<file path="config.mk">
export PLATFORM = sky130hd
export DESIGN_NAME = fifo_ram_buffer
export DESIGN_NICKNAME = d
export VERILOG_FILES = /design/src/rtl/fifo_pkg.sv /design/src/rtl/fifo_dp_ram.sv /design/src/rtl/fifo_ram_buffer.sv
export SDC_FILE = /design/constraint.sdc
export NUM_CORES = 1
export LEC_CHECK = 0
export BUFFER_PORTS_ARGS = -buffer_cell sky130_fd_sc_hd__buf_4
export CAP_MARGIN = 20
export CORE_ASPECT_RATIO = 1.5
export CORE_MARGIN = 1.5
export CORE_UTILIZATION = 38
export DETAILED_ROUTE_END_ITERATION = 12
export PLACE_DENSITY = 0.57
export RECOVER_POWER = 100
export SLEW_MARGIN = 5
export SYNTH_ARGS = -nofsm -noshare
export SYNTH_HDL_FRONTEND = slang
export SYNTH_SLANG_ARGS = --single-unit
</file>
<file path="constraint.sdc">
create_clock -name clk -period 2.75 [get_ports clk]
set_input_delay 0.275 -clock clk [delete_from_list [all_inputs] [get_ports clk]]
set_output_delay 0.275 -clock clk [all_outputs]
set_load 0.02 [all_outputs]
</file>
<file path="src/rtl/fifo_pkg.sv">
// Shared defaults and operation encoding for the RAM-backed FIFO.
package fifo_pkg;

  localparam int DEF_DATA_WIDTH = 8;
  localparam int DEF_ADDR_WIDTH = 4;

  // What the FIFO actually does on a given edge after flag qualification.
  typedef enum logic [1:0] {
    FIFO_IDLE_OP,
    FIFO_PUSH,
    FIFO_POP,
    FIFO_BOTH
  } fifo_op_t;

endpackage

</file>
<file path="src/rtl/fifo_dp_ram.sv">
// Dual-port register file: synchronous write port, asynchronous read port.
// Contents are never cleared; the FIFO pointers decide what is valid.
module fifo_dp_ram
  import fifo_pkg::*;
#(
  parameter int DATA_WIDTH = DEF_DATA_WIDTH,
  parameter int ADDR_WIDTH = DEF_ADDR_WIDTH
) (
  input  logic                  clk,
  input  logic                  we,
  input  logic [ADDR_WIDTH-1:0] w_addr,
  input  logic [DATA_WIDTH-1:0] w_data,
  input  logic [ADDR_WIDTH-1:0] r_addr,
  output logic [DATA_WIDTH-1:0] r_data
);

  logic [DATA_WIDTH-1:0] mem [2**ADDR_WIDTH];

  // Store the word on the write port when enabled.
  always_ff @(posedge clk) begin
    if (we) begin
      mem[w_addr] <= w_data;
    end
  end

  // Show-ahead read: the addressed word is visible without a clock.
  assign r_data = mem[r_addr];

endmodule

</file>
<file path="src/rtl/fifo_ram_buffer.sv">
// Synchronous show-ahead FIFO: pointers, occupancy count, registered flags
// and one-cycle error pulses around a dual-port register file.
module fifo_ram_buffer
  import fifo_pkg::*;
#(
  parameter int DATA_WIDTH = DEF_DATA_WIDTH,
  parameter int ADDR_WIDTH = DEF_ADDR_WIDTH,
  parameter int AF_LEVEL   = 2**ADDR_WIDTH - 2
) (
  input  logic                  clk,
  input  logic                  reset,
  input  logic                  wr,
  input  logic                  rd,
  input  logic [DATA_WIDTH-1:0] w_data,
  output logic [DATA_WIDTH-1:0] r_data,
  output logic                  empty,
  output logic                  full,
  output logic                  almost_full,
  output logic [ADDR_WIDTH:0]   count,
  output logic                  overflow,
  output logic                  underflow
);

  localparam logic [ADDR_WIDTH:0] FULL_CNT = (ADDR_WIDTH + 1)'(2**ADDR_WIDTH);
  localparam logic [ADDR_WIDTH:0] AF_CNT   = (ADDR_WIDTH + 1)'(AF_LEVEL);

  logic [ADDR_WIDTH-1:0] wr_ptr_reg;
  logic [ADDR_WIDTH-1:0] rd_ptr_reg;
  logic [ADDR_WIDTH:0]   count_reg;
  logic [ADDR_WIDTH:0]   count_next;
  logic                  empty_reg;
  logic                  full_reg;
  logic                  almost_full_reg;
  logic                  overflow_reg;
  logic                  underflow_reg;
  logic                  push_ok;
  logic                  pop_ok;
  fifo_op_t              op;

  // Qualify requests against the flags and pick the count update.
  // A push while full is allowed only when a pop frees the slot on the same edge;
  // a pop while empty is simply dropped (silently if paired with a push).
  always_comb begin
    push_ok    = wr && (!full_reg || rd);
    pop_ok     = rd && !empty_reg;
    op         = FIFO_IDLE_OP;
    count_next = count_reg;
    if (push_ok && pop_ok) begin
      op = FIFO_BOTH;
    end else if (push_ok) begin
      op = FIFO_PUSH;
    end else if (pop_ok) begin
      op = FIFO_POP;
    end
    case (op)
      FIFO_PUSH: count_next = count_reg + 1'b1;
      FIFO_POP:  count_next = count_reg - 1'b1;
      default:   count_next = count_reg;
    endcase
  end

  // Pointer, count, flag and error-pulse registers; reset overrides any request.
  always_ff @(posedge clk) begin
    if (reset) begin
      wr_ptr_reg      <= '0;
      rd_ptr_reg      <= '0;
      count_reg       <= '0;
      empty_reg       <= 1'b1;
      full_reg        <= 1'b0;
      almost_full_reg <= 1'b0;
      overflow_reg    <= 1'b0;
      underflow_reg   <= 1'b0;
    end else begin
      if (push_ok) begin
        wr_ptr_reg <= wr_ptr_reg + 1'b1;
      end
      if (pop_ok) begin
        rd_ptr_reg <= rd_ptr_reg + 1'b1;
      end
      count_reg       <= count_next;
      empty_reg       <= (count_next == '0);
      full_reg        <= (count_next == FULL_CNT);
      almost_full_reg <= (count_next >= AF_CNT);
      overflow_reg    <= wr && !rd && full_reg;
      underflow_reg   <= rd && !wr && empty_reg;
    end
  end

  fifo_dp_ram #(
    .DATA_WIDTH(DATA_WIDTH),
    .ADDR_WIDTH(ADDR_WIDTH)
  ) u_ram (
    .clk   (clk),
    .we    (push_ok && !reset),
    .w_addr(wr_ptr_reg),
    .w_data(w_data),
    .r_addr(rd_ptr_reg),
    .r_data(r_data)
  );

  assign count       = count_reg;
  assign empty       = empty_reg;
  assign full        = full_reg;
  assign almost_full = almost_full_reg;
  assign overflow    = overflow_reg;
  assign underflow   = underflow_reg;

endmodule

</file>
Word-level counts from Yosys, hierarchy flattened --
Memories as Yosys holds them, arrays and structs flattened. A register that Yosys moved wholly into a read port is not among the register bits. Cells that the tools add are included. Widths: inputs -> output; s select.
Word-level totals: flip-flop bits (word level) 18, memory bits (writable) 128, input port bits 12, output and inout port bits 18, word-level logic and storage cells 40, memories kept 1
Memories:
- u_ram.mem | words 16, width 8, rd ports 1, clocked after memory_dff 1, wr ports 1, line fifo_dp_ram.sv:17 | logic [DATA_WIDTH-1:0] mem [2**ADDR_WIDTH];
Cells by class: add/sub/neg operators 4, magnitude comparators 1, equal/unequal tests 3, muxes and demuxes 8, reduce and logical (&&, ||, !) cells 15
Operator list (count):
- $pmux 5 s2 | 1
- $add 4x1->4 const B | 2
- $logic_and 1x1->1 | 8
- $mux 4 | 2
- $mux 2 | 3
- $add 5x1->5 const B | 1
- $eq 5x5->1 const B | 1
- $ge 5x4->1 const B | 1
- $logic_not 1->1 | 5
- $logic_not 5->1 | 1
- $sub 5x1->5 const B | 1
- $eq 2x1->1 const B | 1
- $eq 2x2->1 const B | 1
- $mux 1 | 2
- $logic_or 1x1->1 | 1

Depth between registers and ports, before layout --
Gate-level depths: netlist (run 1).
depth after elaboration 8, gate-level depth with buffers 12, gate-level depth less buffers 11

Cells and area by module --
From an unflattened synthesis (run 1), not the netlist that was laid out.
Second synthesis, totals: cells, all modules 323, area total of the unflattened synthesis 5900.7 um^2
By module, submodules not included:
- fifo_dp_ram | instances 1, cells each 221, area each 4987.3 um^2, seq. area each 3843.7 um^2
- fifo_ram_buffer | instances 1, cells each 102, area each 913.4 um^2, seq. area each 360.3 um^2

Worst setup path before layout (run 1) --
OpenSTA, ideal clock, no wires.
path kind flip-flop to flip-flop, from register full_reg, in the netlist full, to register empty_reg, in the netlist empty, library setup time 70 ps, arrival time 2340 ps, required time 2680 ps, slack 340 ps, cell stages (with the launch flop) 12, buffers on the path 1, clock period less this slack 2410 ps, cell sequence dfxtp_1 nand2b_1 nand2_1 ha_1 buf_2 xor2_1 ha_1 a21oi_1 mux2i_1 xor2_1 o211ai_1 a21oi_1
On the way: longest elaborated chain between the ends 8, elaborated cells between the ends (all ways) 10, classes of those cells eq/ne (2); mux (3); reduce/logical (5)
Ends and longest elaborated chain:
- from (decl) | line fifo_ram_buffer.sv:32 | logic full_reg;
- from (signal assigned) | line fifo_ram_buffer.sv:82 | full_reg <= (count_next == FULL_CNT);
- $logic_not 1->1 (*) | line fifo_ram_buffer.sv:44 | push_ok = wr && (!full_reg || rd);
- $logic_or 1x1->1 (*) | line fifo_ram_buffer.sv:44
- $logic_and 1x1->1 (*) | line fifo_ram_buffer.sv:44
- $mux 2 / $logic_and 1x1->1 (equally long branches) | line fifo_ram_buffer.sv:50, fifo_ram_buffer.sv:48
- $mux 2 (*) | line fifo_ram_buffer.sv:48 | if (push_ok && pop_ok) begin
- $eq 2x2->1 / $eq 2x1->1 (equally long branches) | line fifo_ram_buffer.sv:55 | case (op)
- $pmux 5 s2 (*) | line fifo_ram_buffer.sv:55
- $logic_not 5->1 (*) | line fifo_ram_buffer.sv:81 | empty_reg <= (count_next == '0);
- to (signal assigned) | line fifo_ram_buffer.sv:81
- to (decl) | line fifo_ram_buffer.sv:31 | logic empty_reg;
Every way passes the cells marked *; elsewhere a longest branch is shown, timed or not. A chain may end at the register's enable or synchronous reset.

==> results_dict.tcl, run 1 <==
set metrics [dict create \
    status "finished, final reports clean" \
    layout.nets 387 \
    yosys_warnings 0 \
    min_period_over_period_pct 96.53 \
    fmaxAchievable_ghz 0.3767 \
    syn_area_sq_um 6046 \
    hold_viol_final 0 \
    grt-ovfl-total 0 \
    diodes 0 \
    cts.path.max_buffers 2 \
    synth.net_count 334 \
    r2r-end "empty" \
    clock_latency_ps 410 \
    grt_max_degree 33 \
    grt_pass1_vias 3224 \
    rr_worst_depth 10 \
    yosysMostFrequentCell "edfxtp_1" \
    die_h_um 157.5 \
    n_fill_cell 1364 \
    yosysUniqueCellTypes 41 \
    core_sq_um 15630 \
    drc 0 \
    drive_above_1_share_pct 17.37 \
    dieWidth_um 106.0 \
    synth.area.top_cells "edfxtp_1 (64%), mux4_1 (10%), dfxtp_1 (7.3%), mux4_2 (6.0%), nor2_1 (1.7%)" \
    worst_pin_slew_ps 751.6 \
    track_usage_pct 15.58 \
    internal_power_mw 4.607 \
    largest_register_ffs 128 \
    seq_area_frac_synth_pct 70.86 \
    finalPower_mw 6.092 \
    slew_viol_final 0 \
    gp_congestion 0.7364 \
    crit_path_start_kind "flip-flop" \
    crit_arrival_ps 2380 \
    combPwrFrac_pct 15.1 \
    drt-wirelength-per-cell_um 20.25 \
    io_pins 30 \
    syn_to_final_growth_pct 17.59 \
    antenna_left 0 \
    synthTopCellsByCount "edfxtp_1 (128), nor2_1 (28), mux4_1 (24)" \
    dieArea_sq_um 16690 \
    p_per_area_nw_per_um2 856.9 \
    port-buffer-count 29 \
    power.leakage_nw 2.333 \
    path_max_fanout 16 \
    syn_inst 314 \
    setup_violations 0 \
    synth-async-reset-ratio_pct 0 \
    tns_ps 0 \
    path_clk_slew_ps 60 \
    endpoint_kind "output port" \
    grt_pass1_wl_um 18550 \
    synth-seq-cells 150 \
    max-cap-violations 0 \
    synth_top_cell_area_share_pct 63.58 \
    vias 2985 \
    cts_max_level 4 \
    cts_buffers 17 \
    slew_headroom_pct 49.89 \
    rsz0062_at_grt "false" \
    num_rows 56 \
    drtIter0Drc 128 \
    synth_top_cell_by_area "edfxtp_1" \
    postSynthAreaPerCell_sq_um 19.25 \
    finClkSkew_ps 9.742 \
    p_sw_share_pct 24.38 \
    via_per_inst 5.120 \
    synth-edff-count 128 \
    path_class "reg2out" \
    irDropWorstVdd_uv 475.7 \
    fin_crit_ps 2655 \
    cts_tree "yes" \
    cts.sinks 150 \
    hp-class "in2reg" \
    cts_root_buf "clkbuf_16" \
    ys.flop_type "edfxtp_1" \
    initial_core_util_pct 38.69 \
    wirelength_um 11810 \
    pwr-share-clk_pct 41.3 \
    r2r-start "full" \
    drt-pass1-iter-count 4 \
    p_sw_mw 1.485 \
    hpwl_um 7816 \
    seq_power_share_pct 43.6 \
    cp_data_required_time_ps 2480 \
    reg2reg_slack_ps 400 \
    crit_path_end "r_data[4]" \
    antenna_found_initial 0 \
]
[critical path, stage by stage (launching register included)]
cell and delay [ps]:
dfxtp_4 480, buf_12 210, mux4_1 610, mux4_2 500, buf_4 180
[layout make-up]
type                            count  area, sq um  area share [%]
Timing Repair Buffer               51        264.0           3.713
Inverter                            5        18.77          0.2640
Multi-Input combinational cell    142         1632           22.95
Clock buffer                       18        429.2           6.037
Tap cell                          203        254.0           3.573
Clock inverter                     14        224.0           3.150
Sequential cell                   150         4288           60.31
[routing by layer]
metal	wire (um)	vias up	part of all wire (%)	global-route usage, %
met2	6576	56	56	28.88
met4	205	0	1.7	5.341
met5	0	-	0	0
met1	4723	1530	40	17.22
met3	303	15	2.6	3.975
li1	-	1384	-	-
[through the flow]
stage	utilization [%]	worst slack (ps)	instances	cell area [sq um]	hold slack (ps)
after CTS	46.42	51.48	583	7253	69.72
after global routing	45.50	14.70	583	7109	80.24
after floorplan	-	339.9	314	6046	350.7
after detailed placement	42.22	305.9	551	6598	506.7
after global placement	42.22	327.2	551	6598	503.4
final	45.50	95.37	583	7109	82.18
[power by group through the flow]
stage               combinational (mW)  clock [mW]  sequential (mW)
global route                      1.01        2.66             2.67
finish                           0.919        2.52             2.66
floorplan                        0.672           0             2.72
global placement                 0.985           0             2.70
detailed placement               0.998           0             2.71
CTS                               1.00        2.57             2.66
[repair_timing]
| item | 4_1_cts | 5_1_grt |
|---|---|---|
| setup endpoints to repair | 7 | 0 |
| setup buffers | 0 | 0 |
| hold buffers | 0 | 0 |
| resized for setup | 1 | 0 |
[kinds of logic after synthesis]
group | Yosys count | share of synthesized area (%)
AND/OR/NAND/NOR | 65 | 5.091
flip-flops | 150 | 70.86
XOR/XNOR | 9 | 1.304
multiplexers | 44 | 17.05
AO/OA/AOI/OAI | 16 | 1.884
adder cells (fa/ha/maj) | 8 | 1.656
buffers and inverters | 22 | 2.152
[cells in the final DEF (no fill, tap or decap), types with 2 or more instances in the layout]
| cell | netlist | layout |
|---|---|---|
| a21oi_1 | 6 | 6 |
| buf_12 | 1 | 2 |
| buf_4 | 0 | 9 |
| bufinv_16 | 0 | 5 |
| clkbuf_1 | 7 | 36 |
| clkbuf_16 | 0 | 17 |
| clkbuf_2 | 0 | 4 |
| clkinv_4 | 0 | 5 |
| dfxtp_1 | 22 | 21 |
| edfxtp_1 | 128 | 128 |
| ha_1 | 8 | 8 |
| inv_1 | 4 | 4 |
| inv_6 | 0 | 2 |
| mux2i_1 | 4 | 4 |
| mux4_1 | 24 | 24 |
| mux4_2 | 16 | 16 |
| nand2_1 | 11 | 11 |
| nand2b_1 | 4 | 4 |
| nand3_1 | 4 | 4 |
| nor2_1 | 28 | 28 |
| nor2b_1 | 2 | 2 |
| nor3_1 | 7 | 7 |
| or3_1 | 2 | 2 |
| xnor2_1 | 3 | 3 |
| xor2_1 | 6 | 6 |
[worst min path at each step]
stage / to / slack, ps / start / cells past startpoint
global route: underflow / 80 / wr / 2
finish: underflow / 80 / wr / 2
floorplan: underflow / 350 / wr / 1
detailed placement: underflow / 510 / wr / 2
global placement: underflow / 500 / wr / 2
CTS: underflow / 70 / wr / 2
No activity file was read; power rests on OpenSTA's default activity.
==> run 2: changes to the inputs <==
Settings changed: CORE_UTILIZATION 38 to 28, PLACE_DENSITY 0.57 to 0.46.
==> run 2 against run 1 <==
  * Maximum frequency up 2.0%
  * Die area rose by 35%
  * Cell count is 10% higher
  * Worst setup slack improved by 51 ps
  * Critical path depth is the same
  * First-iteration DRC count grew 38%
  * Via count increased by 0.64%
  * Global-route usage down 3.8 points
  * Critical path type unchanged
==> results_dict.tcl, run 2 (synthesized netlist as in run 1, its figures left out) <==
set metrics [dict create \
    cts_setup_buffers 0 \
    hp-class "in2reg" \
    cts_buffers 17 \
    dieWidth_um 123.0 \
    port-buffer-count 29 \
    gp_congestion 0.7242 \
    regArea_sq_um 4285 \
    cts.sinks 150 \
    cts.path.max_buffers 2 \
    slew_headroom_pct 52.23 \
    die_h_um 183.0 \
    irDropWorstVdd_uv 389.1 \
    io_pins 30 \
    endpoint_kind "output port" \
    placed_cell_area_sq_um 6651 \
    diodes 0 \
    grt_pass1_wl_um 18910 \
    drt-wirelength-per-cell_um 18.80 \
    fin_crit_ps 2603 \
    vias 3004 \
    slowest_delay_ps 620 \
    setup_violations 0 \
    antenna_left 0 \
    dieArea_sq_um 22500 \
    drive_above_1_share_pct 16.22 \
    syn_to_final_growth_pct 18.00 \
    slew_viol_final 0 \
    antenna_found_initial 0 \
    status "finished, final reports clean" \
    clock_latency_ps 420 \
    crit_chain "buf_12 -> mux4_1 -> mux4_2 -> clkbuf_2" \
    ctsResizeCount 0 \
    largest_register_ffs 128 \
    core_sq_um 21150 \
    cp_data_required_time_ps 2480 \
    max-cap-violations 0 \
    layout.nets 385 \
    drtIter0Drc 177 \
    initial_core_util_pct 28.59 \
    wirelength_um 12110 \
    p_per_area_nw_per_um2 847.6 \
    grt-ovfl-total 0 \
    path_class "reg2out" \
    critPathSlowestCell "mux4_1" \
    final_cell_mix "edfxtp_1 (128), clkbuf_1 (36), nor2_1 (28)" \
    drt-pass1-iter-count 4 \
    final_core_util_pct 33.74 \
    cts_root_buf "clkbuf_16" \
    cts_hold_buffers 0 \
    crit_arrival_ps 2330 \
    power.leakage_nw 2.300 \
    num_rows 65 \
    fmaxAchievable_ghz 0.3841 \
    worst_pin_slew_ps 716.6 \
    multi_input_area_sq_um 1632 \
    finClkSkew_ps 7.186 \
    hold_viol_final 0 \
    placed_cells 614 \
    crit_path_start_kind "flip-flop" \
    fin_cells 644 \
    hpwl_um 8106 \
    final_common_cell "edfxtp_1" \
    via_per_inst 4.665 \
    cts_max_level 4 \
    track_usage_pct 11.82 \
    path_max_fanout 32 \
    grt_pass1_vias 3125 \
    min_period_over_period_pct 94.67 \
    drc 0 \
    tns_ps 0 \
    path_clk_slew_ps 60 \
    grt_max_degree 33 \
    final_area_sq_um 7134 \
    rsz0062_at_grt "false" \
    n_fill_cell 2056 \
    cts_tree "yes" \
]
==> run 2: routing by layer <==
layer | global-route usage, % | wire (um) | up-vias
li1 | - | - | 1373
met1 | 13.39 | 4918 | 1561
met2 | 21.24 | 6630 | 56
met3 | 2.830 | 374 | 14
met4 | 4.414 | 187 | 0
met5 | 0 | 0 | -
==> run 2: path summary, 6_finish.rpt <==
check             slack [ps]  startpoint        end  cells past startpoint
setup / recovery         150   flip-flop  r_data[4]                      4
hold / removal            70          wr  underflow                      2
setup reg to reg         340        full      empty                     10
hold reg to reg          510       empty  underflow                      1
==> run 2: area by class of cell <==
class,count,share of cell area (%)
flip-flops and latches,150,60.07
multi-input cells,142,22.87
clock buffers,18,6.015
well taps,268,4.700
repair buffers,49,3.244
clock inverters,12,2.841
inverters,5,0.2631
==> run 2: report_power, final <==
| part | leakage, nW | switching [mW] | internal, mW |
|---|---|---|---|
| Sequential | 1.33 | 0.0820 | 2.55 |
| Clock | 0.297 | 0.880 | 1.60 |
| Combinational | 0.671 | 0.517 | 0.412 |
==> run 2: stage by stage <==
step / hold slack [ps] / power (mW) / setup WS, ps
global placement: 491.6 / 3.695 / 316.4
global route: 51.82 / 6.297 / 55.40
detailed placement: 487.5 / 3.703 / 261.4
finish: 66.25 / 6.047 / 146.6
CTS: 48.63 / 6.189 / 104.7
floorplan: 350.7 / 3.388 / 339.9
==> run 2: worst max-delay path, delay by kind of cell, from the launching register on <==
family,cells,cell delay [ps]
mux,2,1120
buf+inv,2,440
flops,1,340
